File: config.mk
export PLATFORM = sky130hd
export DESIGN_NAME = grf_wb_arbiter
export DESIGN_NICKNAME = d
export VERILOG_FILES = /design/src/rtl/grf_wb_arbiter.sv
export SDC_FILE = /design/constraint.sdc
export NUM_CORES = 1
export LEC_CHECK = 0
export CAP_MARGIN = 10
export CORE_ASPECT_RATIO = 1.2
export CORE_UTILIZATION = 45
export DETAILED_ROUTE_END_ITERATION = 7
export PLACE_DENSITY = 0.71
export SLEW_MARGIN = 15
export SYNTH_ARGS = -nofsm -noshare
export SYNTH_HDL_FRONTEND = slang
export SYNTH_SLANG_ARGS = --single-unit
File: constraint.sdc
create_clock -name clk -period 6.6 [get_ports clk]
set_input_delay 1.65 -clock clk [delete_from_list [all_inputs] [get_ports clk]]
set_output_delay 1.65 -clock clk [all_outputs]
set_load 0.1 [all_outputs]
File: src/rtl/grf_wb_arbiter.sv
// GRF write-port arbiter: the pipeline writeback has priority; MDU results queue in an
// in-order FIFO and drain into idle cycles, with kill-on-overwrite and a starvation stall.
module grf_wb_arbiter #(
    parameter int unsigned DEPTH      = 4,
    parameter int unsigned STARVE_MAX = 8
) (
    input  logic        clk,
    input  logic        reset,
    input  logic        wb_we,
    input  logic [4:0]  wb_addr,
    input  logic [31:0] wb_data,
    input  logic [31:0] wb_pc,
    input  logic        mdu_valid,
    output logic        mdu_ready,
    input  logic [4:0]  mdu_addr,
    input  logic [31:0] mdu_data,
    input  logic [31:0] mdu_pc,
    input  logic [4:0]  rd_a1,
    input  logic [4:0]  rd_a2,
    output logic        pend_hit1,
    output logic        pend_hit2,
    output logic        wb_stall,
    output logic        grf_we,
    output logic [4:0]  grf_addr,
    output logic [31:0] grf_data,
    output logic [31:0] grf_pc
);

    localparam int unsigned AW = (DEPTH > 1) ? $clog2(DEPTH) : 1;
    localparam int unsigned CW = $clog2(STARVE_MAX + 1);
    localparam logic [AW:0]   FULL_CNT = (AW + 1)'(DEPTH);
    localparam logic [CW-1:0] STARVE_LIM = CW'(STARVE_MAX);

    logic [4:0]       e_addr [DEPTH];
    logic [31:0]      e_data [DEPTH];
    logic [31:0]      e_pc   [DEPTH];
    logic [DEPTH-1:0] e_live;

    logic [AW-1:0] wr_ptr, rd_ptr;
    logic [AW:0]   count;
    logic [CW-1:0] starve_cnt;

    logic pipe_act, head_valid, head_live, grant_head, pop, push, store, any_live;
    logic hit1, hit2;

    always_comb begin
        pipe_act   = wb_we && (wb_addr != 5'd0);
        head_valid = (count != '0);
        head_live  = head_valid && e_live[rd_ptr];
        grant_head = !pipe_act && head_live;
        // A dead head is discarded every cycle, whether or not the pipeline writes.
        pop        = head_valid && (!e_live[rd_ptr] || grant_head);
        mdu_ready  = !reset && (count != FULL_CNT);
        push       = mdu_valid && mdu_ready;
        store      = push && (mdu_addr != 5'd0);
        any_live   = |e_live;
    end

    always_comb begin
        grf_we   = 1'b0;
        grf_addr = '0;
        grf_data = '0;
        grf_pc   = '0;
        if (!reset) begin
            if (pipe_act) begin
                grf_we   = 1'b1;
                grf_addr = wb_addr;
                grf_data = wb_data;
                grf_pc   = wb_pc;
            end else if (head_live) begin
                grf_we   = 1'b1;
                grf_addr = e_addr[rd_ptr];
                grf_data = e_data[rd_ptr];
                grf_pc   = e_pc[rd_ptr];
            end
        end
    end

    // Live bits are cleared on pop and reset, so only in-window slots can match.
    always_comb begin
        hit1 = 1'b0;
        hit2 = 1'b0;
        for (int unsigned i = 0; i < DEPTH; i++) begin
            if (e_live[i] && (e_addr[i] == rd_a1)) hit1 = 1'b1;
            if (e_live[i] && (e_addr[i] == rd_a2)) hit2 = 1'b1;
        end
        pend_hit1 = !reset && (rd_a1 != 5'd0) && hit1;
        pend_hit2 = !reset && (rd_a2 != 5'd0) && hit2;
        wb_stall  = !reset && (starve_cnt == STARVE_LIM);
    end

    always_ff @(posedge clk) begin
        if (reset) begin
            wr_ptr <= '0;
            rd_ptr <= '0;
            count  <= '0;
            e_live <= '0;
        end else begin
            if (pipe_act) begin
                for (int unsigned i = 0; i < DEPTH; i++) begin
                    if (e_addr[AW'(i)] == wb_addr) e_live[AW'(i)] <= 1'b0;
                end
            end
            if (pop) begin
                e_live[rd_ptr] <= 1'b0;
                rd_ptr         <= rd_ptr + AW'(1);
            end
            // Same-cycle enqueue lands after the kill so the younger MDU result survives.
            if (store) begin
                e_addr[wr_ptr] <= mdu_addr;
                e_data[wr_ptr] <= mdu_data;
                e_pc[wr_ptr]   <= mdu_pc;
                e_live[wr_ptr] <= 1'b1;
                wr_ptr         <= wr_ptr + AW'(1);
            end
            if (store && !pop)      count <= count + (AW + 1)'(1);
            else if (!store && pop) count <= count - (AW + 1)'(1);
        end
    end

    always_ff @(posedge clk) begin
        if (reset) begin
            starve_cnt <= '0;
        end else if (head_live && pipe_act) begin
            if (starve_cnt != STARVE_LIM) starve_cnt <= starve_cnt + CW'(1);
        end else if (grant_head || !any_live) begin
            starve_cnt <= '0;
        end
    end

endmodule

==> flow_summary_export.csv, run 1 <==
group,metric,value,unit
clock_tree,ctsHoldBuffers,0,
global_routing,grt_pass1_vias,7355,
yosys,muxShareOfSynthArea,0.130,
global_routing,grt.busiest_layer,"met2",
yosys,synth_edf_count,276,
yosys,synth_top_family_by_area,"multiplexers",
global_routing,grtUsageMet3,0.0286,
clock_tree,htree_levels,1,
floorplanning,core,27000,um2
sta,slew_violations,0,
final_layout,layout-drive-gt1-share,0.245,
worst_setup_path,r2r_cells,5,
yosys,synth_compound_area_frac,0.0615,
sta,fmaxAchievable,172,MHz
worst_setup_path,worst_path_largest_cell_delay,0.57,ns
clock_tree,cts_setup_buffers,0,
outcome,run_status,"finished, final reports clean",
yosys,synth_area_leaders,"edfxtp_1, mux4_2, a22o_1, xor2_1, dfxtp_1",
floorplanning,design.die.area,28100,um2
drt,drc,0,
final_layout,fin_nets,1045,
sta,finalSetupTns,0,ns
drt,drt_iter0_markers,319,
yosys,ys_seq_area_frac,0.700,
floorplanning,die_w,153,um
yosys,synth_area,12300,um2
placement,dp_slack,0.781,ns
pwr,vdd_drop_max,224,uV
clock_tree,numCtsBuffers,28,
yosys,synth_fa_ha_area_frac,0.0128,
worst_setup_path,rr_startpoint,"count[0]",
sta,fin_crit_sh,0.883,
pwr,powerDensity,325,nW/um2
worst_setup_path,crit_arrival,4.18,ns
yosys,synth_top_area_frac,0.672,
drt,num_vias,6860,
drt,routedWlPerCell,22.1,um
sta,hold_viol,0,
clock_tree,cts_resized,0,
placement,dpl.hpwl,17500,um
sta,worst_pin_slew,1.09,ns
final_layout,nFillCells,1963,
worst_setup_path,crit_path_start_kind,"input port",
sta,max-slew-margin-rel,0.275,
worst_setup_path,crit_path_end_kind,"output pin",
yosys,async_flop_share,0,
global_routing,grt-ovfl-total,0,
drt,drtPass1Iterations,4,
drt,drtAntennaViolNets,0,
min_path,hold-path-cell-count,2,
drt,routed_wl,27500,um
placement,place_area,15600,um2
min_path,holdCritPathClass,"flip-flop to flip-flop",
placement,place.gp.congestion,0.827,
yosys,synth_flop_cell,"edfxtp_1",
worst_setup_path,r2r_slack,3.95,ns
global_routing,grt_use_total,0.198,
yosys,ys_types,39,
worst_setup_path,cp_slowest_cell,"clkdlybuf4s50_1",
run,maxCapViolations,0,
global_routing,use_met2,0.356,
clock_tree,insertion_delay,0.54,ns
clock_tree,clockRootBuffer,"clkbuf_16",
min_path,hold_end,"starve_cnt[3]",
placement,place.port_buffers,225,
clock_tree,cts_tree,"done",
floorplanning,pin_count,226,
floorplanning,rows,66,
yosys,syn-mean-instance-area,18.8,um2
min_path,holdCritStartpoint,"starve_cnt[3]",
yosys,synth_largest_area_cell,"edfxtp_1",
pwr,p_leak,5.61,nW
final_layout,syn_to_final_growth,35.1,%
worst_setup_path,regToRegEndpoint,"e_pc[0][31]",
yosys,ys_warn_count,0,
sta,skew,0.0173,ns
worst_setup_path,worst-path-buf-inv,3,
yosys,ys_seq_elements,293,
global_routing,grt_pass1_wl,42100,um
global_routing,grt_use_met1,0.251,
final_layout,fin_area,16700,um2
sta,setup_viol,0,
global_routing,antenna_found_initial,1,
worst_setup_path,crit_path_max_fanout,40,
sta,grt_setup_unrepaired,"no",
clock_tree,clock_sinks,293,
clock_tree,clk_path_buf_depth,3,
yosys,synth-simple-area-share,0.0293,
floorplanning,die_h,183,um
floorplanning,initial_core_util,0.457,
yosys,synth-xor-area-share,0.0462,
sta,period_needed,5.83,ns
yosys,synth_fp_nets,821,
yosys,synth_cells,657,
sta,setup_slack,0.771,ns
worst_setup_path,crit_required,4.95,ns
worst_setup_path,critPathKind,"input port to output pin",
global_routing,grt_max_degree,70,
worst_setup_path,cpLargestDelayFamily,"buffers and inverters",
worst_setup_path,worstPathCellList,"clkdlybuf4s50_1 -> nor4_2 -> a21boi_1 -> nor3b_4 -> buf_4 -> a22o_1 -> buf_12",
drt,vias_per_cell,5.51,
clock_tree,cts.reportedPaths.clkPinSlew,0.07,ns
[per-layer routing]
metal	wire length [um]	vias up
met5	0	-
met4	514	0
met3	1130	40
met2	14500	169
met1	11400	3521
li1	-	3130
[layout make-up]
| type | count | area [um2] | share of cell area |
|---|---|---|---|
| Antenna cell | 1 | 2.50 | 0.000150 |
| Clock buffer | 29 | 726 | 0.0435 |
| Clock inverter | 23 | 314 | 0.0188 |
| Inverter | 10 | 37.5 | 0.00225 |
| Multi-Input combinational cell | 306 | 3480 | 0.209 |
| Sequential cell | 293 | 8640 | 0.518 |
| Tap cell | 340 | 425 | 0.0255 |
| Timing Repair Buffer | 242 | 3050 | 0.183 |
[worst max-delay path by stage]
stage / startpoint / to / slack, ns / depth (start not counted)
2_1_floorplan: reset / e_addr[1][0] / 0.64 / 5
3_3_place_gp: wb_addr[1] / grf_addr[1] / 0.85 / 7
3_5_place_dp: wb_addr[1] / grf_data[1] / 0.78 / 7
4_1_cts: wb_addr[1] / grf_pc[9] / 0.77 / 7
5_1_grt: wb_addr[1] / grf_pc[9] / 0.55 / 7
6_report: wb_addr[1] / grf_pc[9] / 0.77 / 7
[kinds of logic after synthesis]
group | count (synthesis)
multiplexers | 73
XOR/XNOR | 65
buffers and inverters | 58
flip-flops | 293
adder cells (fa/ha/maj) | 12
AO/OA/AOI/OAI | 89
AND/OR/NAND/NOR | 67
[flip-flops by register name, summed over array words and instances, names as in the netlist, named ones only]
signal / flops
wr_ptr: 2
rd_ptr: 2
starve_cnt: 4
count: 3
e_live: 4
e_pc: 128
e_addr: 20
e_data: 128
[worst register-to-register path: stages (launching register included)]
cell	delay, ns
dfxtp_1	0.42
nor2_1	0.07
a21oi_1	0.27
o211a_1	0.36
and2_4	0.89
buf_4	0.34
[power breakdown]
part	switching [mW]	internal, mW	leakage (nW)	total (mW)
Sequential	0.186	2.14	2.64	2.32
Clock	0.689	1.08	0.484	1.77
Combinational	0.683	0.653	2.48	1.34
Total	1.56	3.87	5.61	5.42
[cells in the final DEF, fill, tap and decap left out, drive strengths merged]
master / n
or4: 1
nand2: 11
nor4b: 1
clkinv: 9
o21bai: 1
fa: 1
nor3b: 1
a22o: 69
mux2i: 3
dfxtp: 17
a21boi: 2
clkinvlp: 7
mux4: 70
buf: 91
xnor2: 18
clkdlybuf4s50: 151
a21oi: 5
o211a: 1
nand3: 9
nor2: 12
nor2b: 2
bufinv: 7
xor2: 47
or3: 3
o21ai: 2
clkbuf: 29
nor4: 10
nor3: 6
ha: 11
a21o: 3
inv: 10
or2: 1
o311a: 2
nand4: 6
a41o: 4
and2: 4
edfxtp: 276
diode: 1
[cells in the mapped netlist (2+ instances only)]
master,number
ha_1,11
xnor2_1,18
dfxtp_1,17
buf_6,2
nand2_1,11
and2_1,4
a22o_1,69
mux2i_1,3
nor2_1,12
clkbuf_1,23
nand3_1,9
a21oi_1,4
xor2_1,47
buf_2,16
or3_1,3
o311a_1,2
a41o_1,4
a21o_1,3
buf_1,7
mux4_2,70
o21ai_0,2
nand4_1,6
nor3_1,6
inv_1,10
nor4_1,9
edfxtp_1,276
[per-stage QoR]
step | hold WS, ns | power (mW) | cells | utilization
finish | 0.497 | 5.42 | 1244 | 0.617
global route | 0.565 | 5.62 | 1243 | 0.617
CTS | 0.499 | 5.49 | 1243 | 0.617
detailed placement | 0.492 | 3.73 | 1191 | 0.579
global placement | 0.477 | 3.71 | 1191 | 0.579
floorplan | 0.465 | 3.22 | 657 | -
Power figures use the tool's default switching activity.
==> inputs of run 2 (changes only) <==
==> constraint.sdc (replaced) <==
create_clock -name clk -period 5.65 [get_ports clk]
set_input_delay 1.4125 -clock clk [delete_from_list [all_inputs] [get_ports clk]]
set_output_delay 1.4125 -clock clk [all_outputs]
set_load 0.1 [all_outputs]
==> run 2 against run 1 <==
Clock power about the same. Global-route usage down 0.12 points. Highest routed layer is now met5. Critical endpoint is now grf_pc[26]. Core utilization down 0.60 points. Total power up 12%. Routed wire length down 1.1%. Clock skew down 0.0058 ns. Design area down 0.98%. Largest cell class unchanged.
==> flow_summary_export.csv, run 2 (same netlist as run 1, synthesis figures left out) <==
group,metric,value,unit
outcome,run_status,"finished, final reports clean",
placement,place.gp.congestion,0.890,
floorplanning,die_w,153,um
clock_tree,ctsHoldBuffers,0,
drt,drc,0,
sta,setup_viol,0,
final_layout,mostFrequentLayoutCells,"edfxtp_1, clkdlybuf4s50_1, mux4_2, buf_12, a22o_1",
final_layout,nFillCells,1955,
placement,dp_cells,1187,
drt,num_vias,6809,
clock_tree,cts.reportedPaths.clkPinSlew,0.06,ns
pwr,power_frac_clock,0.293,
worst_setup_path,crit_required,4.24,ns
global_routing,antenna_found_initial,2,
min_path,holdCritPathClass,"flip-flop to flip-flop",
floorplanning,pin_count,226,
clock_tree,clk_path_buf_depth,3,
final_layout,layout-drive-gt1-share,0.232,
final_layout,final_common_cell,"edfxtp_1",
floorplanning,design.die.area,28100,um2
pwr,power.share.switching,0.292,
final_layout,fin_area,16500,um2
worst_setup_path,crit_path_end_kind,"output pin",
clock_tree,clockRootBuffer,"clkbuf_16",
clock_tree,clock_sinks,293,
global_routing,grt_use_total,0.197,
floorplanning,rows,66,
clock_tree,cts_tree,"done",
pwr,vdd_drop_max,265,uV
worst_setup_path,crit_path_max_fanout,37,
final_layout,final_cells,1240,
sta,fin_crit_sh,0.925,
worst_setup_path,crit_path_start_kind,"input port",
global_routing,grt_max_degree,57,
placement,dpl.hpwl,17700,um
sta,finalSetupTns,0,ns
drt,routedWlPerCell,22.0,um
sta,slew_violations,0,
clock_tree,cts_setup_buffers,0,
sta,fmaxAchievable,191,MHz
global_routing,grt_pass1_wl,42100,um
drt,drt_iter0_markers,314,
sta,worst_pin_slew,0.914,ns
run,maxCapViolations,0,
sta,skew,0.0115,ns
global_routing,grt_pass1_vias,7468,
sta,hold_viol,0,
clock_tree,htree_levels,1,
drt,drtAntennaViolNets,0,
sta,period_needed,5.22,ns
pwr,p_comb_frac,0.266,
sta,whs,0.488,ns
final_layout,fin_nets,1041,
pwr,p_switching,1.77,mW
pwr,p_leak,5.54,nW
pwr,pwr-share-seq,0.440,
worst_setup_path,critPathKind,"input port to output pin",
worst_setup_path,crit_arrival,3.81,ns
final_layout,reg_top3,"e_data (128), e_pc (128), e_addr (20)",
floorplanning,core,27000,um2
placement,place_area,15600,um2
min_path,hold-path-cell-count,2,
placement,place.port_buffers,225,
sta,max-slew-margin-rel,0.391,
final_layout,fin_util,0.611,
final_layout,syn_to_final_growth,33.8,%
floorplanning,die_h,183,um
drt,drtPass1Iterations,4,
worst_setup_path,r2r_cells,5,
pwr,powerDensity,367,nW/um2
pwr,internal_power,4.29,mW
sta,grt_setup_unrepaired,"no",
clock_tree,cts_resized,0,
clock_tree,insertion_delay,0.53,ns
drt,routed_wl,27200,um
drt,vias_per_cell,5.49,
clock_tree,numCtsBuffers,28,
floorplanning,initial_core_util,0.457,
global_routing,grt-ovfl-total,0,
run 2: cell count changes in the layout (fill, tap and decap cells not counted), moves of 3 or more:
cell,delta
buf_4,-6
clkbuf_1,+11
clkinv_2,+3
clkinvlp_4,-5
clkinv_4,-3
clkinv_1,-3
bufinv_16,-6
clkbuf_8,+3
run 2: per-stage QoR:
step           setup slack, ns  power [mW]
3_3_place_gp             0.491        4.35
2_1_floorplan            0.681        3.76
5_1_grt                  0.296        6.29
4_1_cts                  0.422        6.14
3_5_place_dp             0.433        4.36
6_report                 0.426        6.06
run 2: routing by layer:
metal | GRT usage | up-vias | routed length, um
met1 | 0.235 | 3470 | 10900
met2 | 0.365 | 186 | 14500
met4 | 0.0598 | 2 | 561
met5 | 0 | - | 13
li1 | - | 3118 | -
met3 | 0.0305 | 33 | 1280
run 2: critical path, cell delays in order:
cell	delay (ns)
clkdlybuf4s50_1	0.60
nor4_2	0.51
a21boi_1	0.19
nor3b_4	0.21
buf_4	0.39
a22o_1	0.26
buf_12	0.19
run 2: final cells by class:
class                           count  area, um2  share of cell area
Tap cell                          340        425              0.0258
Clock inverter                      9       73.8             0.00447
Multi-Input combinational cell    306       3480               0.211
Sequential cell                   293       8640               0.523
Timing Repair Buffer              238       3040               0.184
Antenna cell                        1       2.50            0.000152
Inverter                           10       37.5             0.00227
Clock buffer                       43        808              0.0490
run 2: path summary, 6_finish.rpt:
path                       from            end  slack [ns]
setup / recovery     wb_addr[0]     grf_pc[26]        0.43
hold / removal    starve_cnt[3]  starve_cnt[3]        0.49
setup reg to reg       count[0]     e_pc[2][9]        3.02
hold reg to reg   starve_cnt[3]  starve_cnt[3]        0.49
run 2: power by group through the flow:
stage               clock network (mW)  logic, mW  registers (mW)
global placement                     0       1.63            2.72
floorplan                            0       1.18            2.57
global route                      1.90       1.70            2.70
detailed placement                   0       1.63            2.73
CTS                               1.82       1.64            2.68
finish                            1.78       1.61            2.67
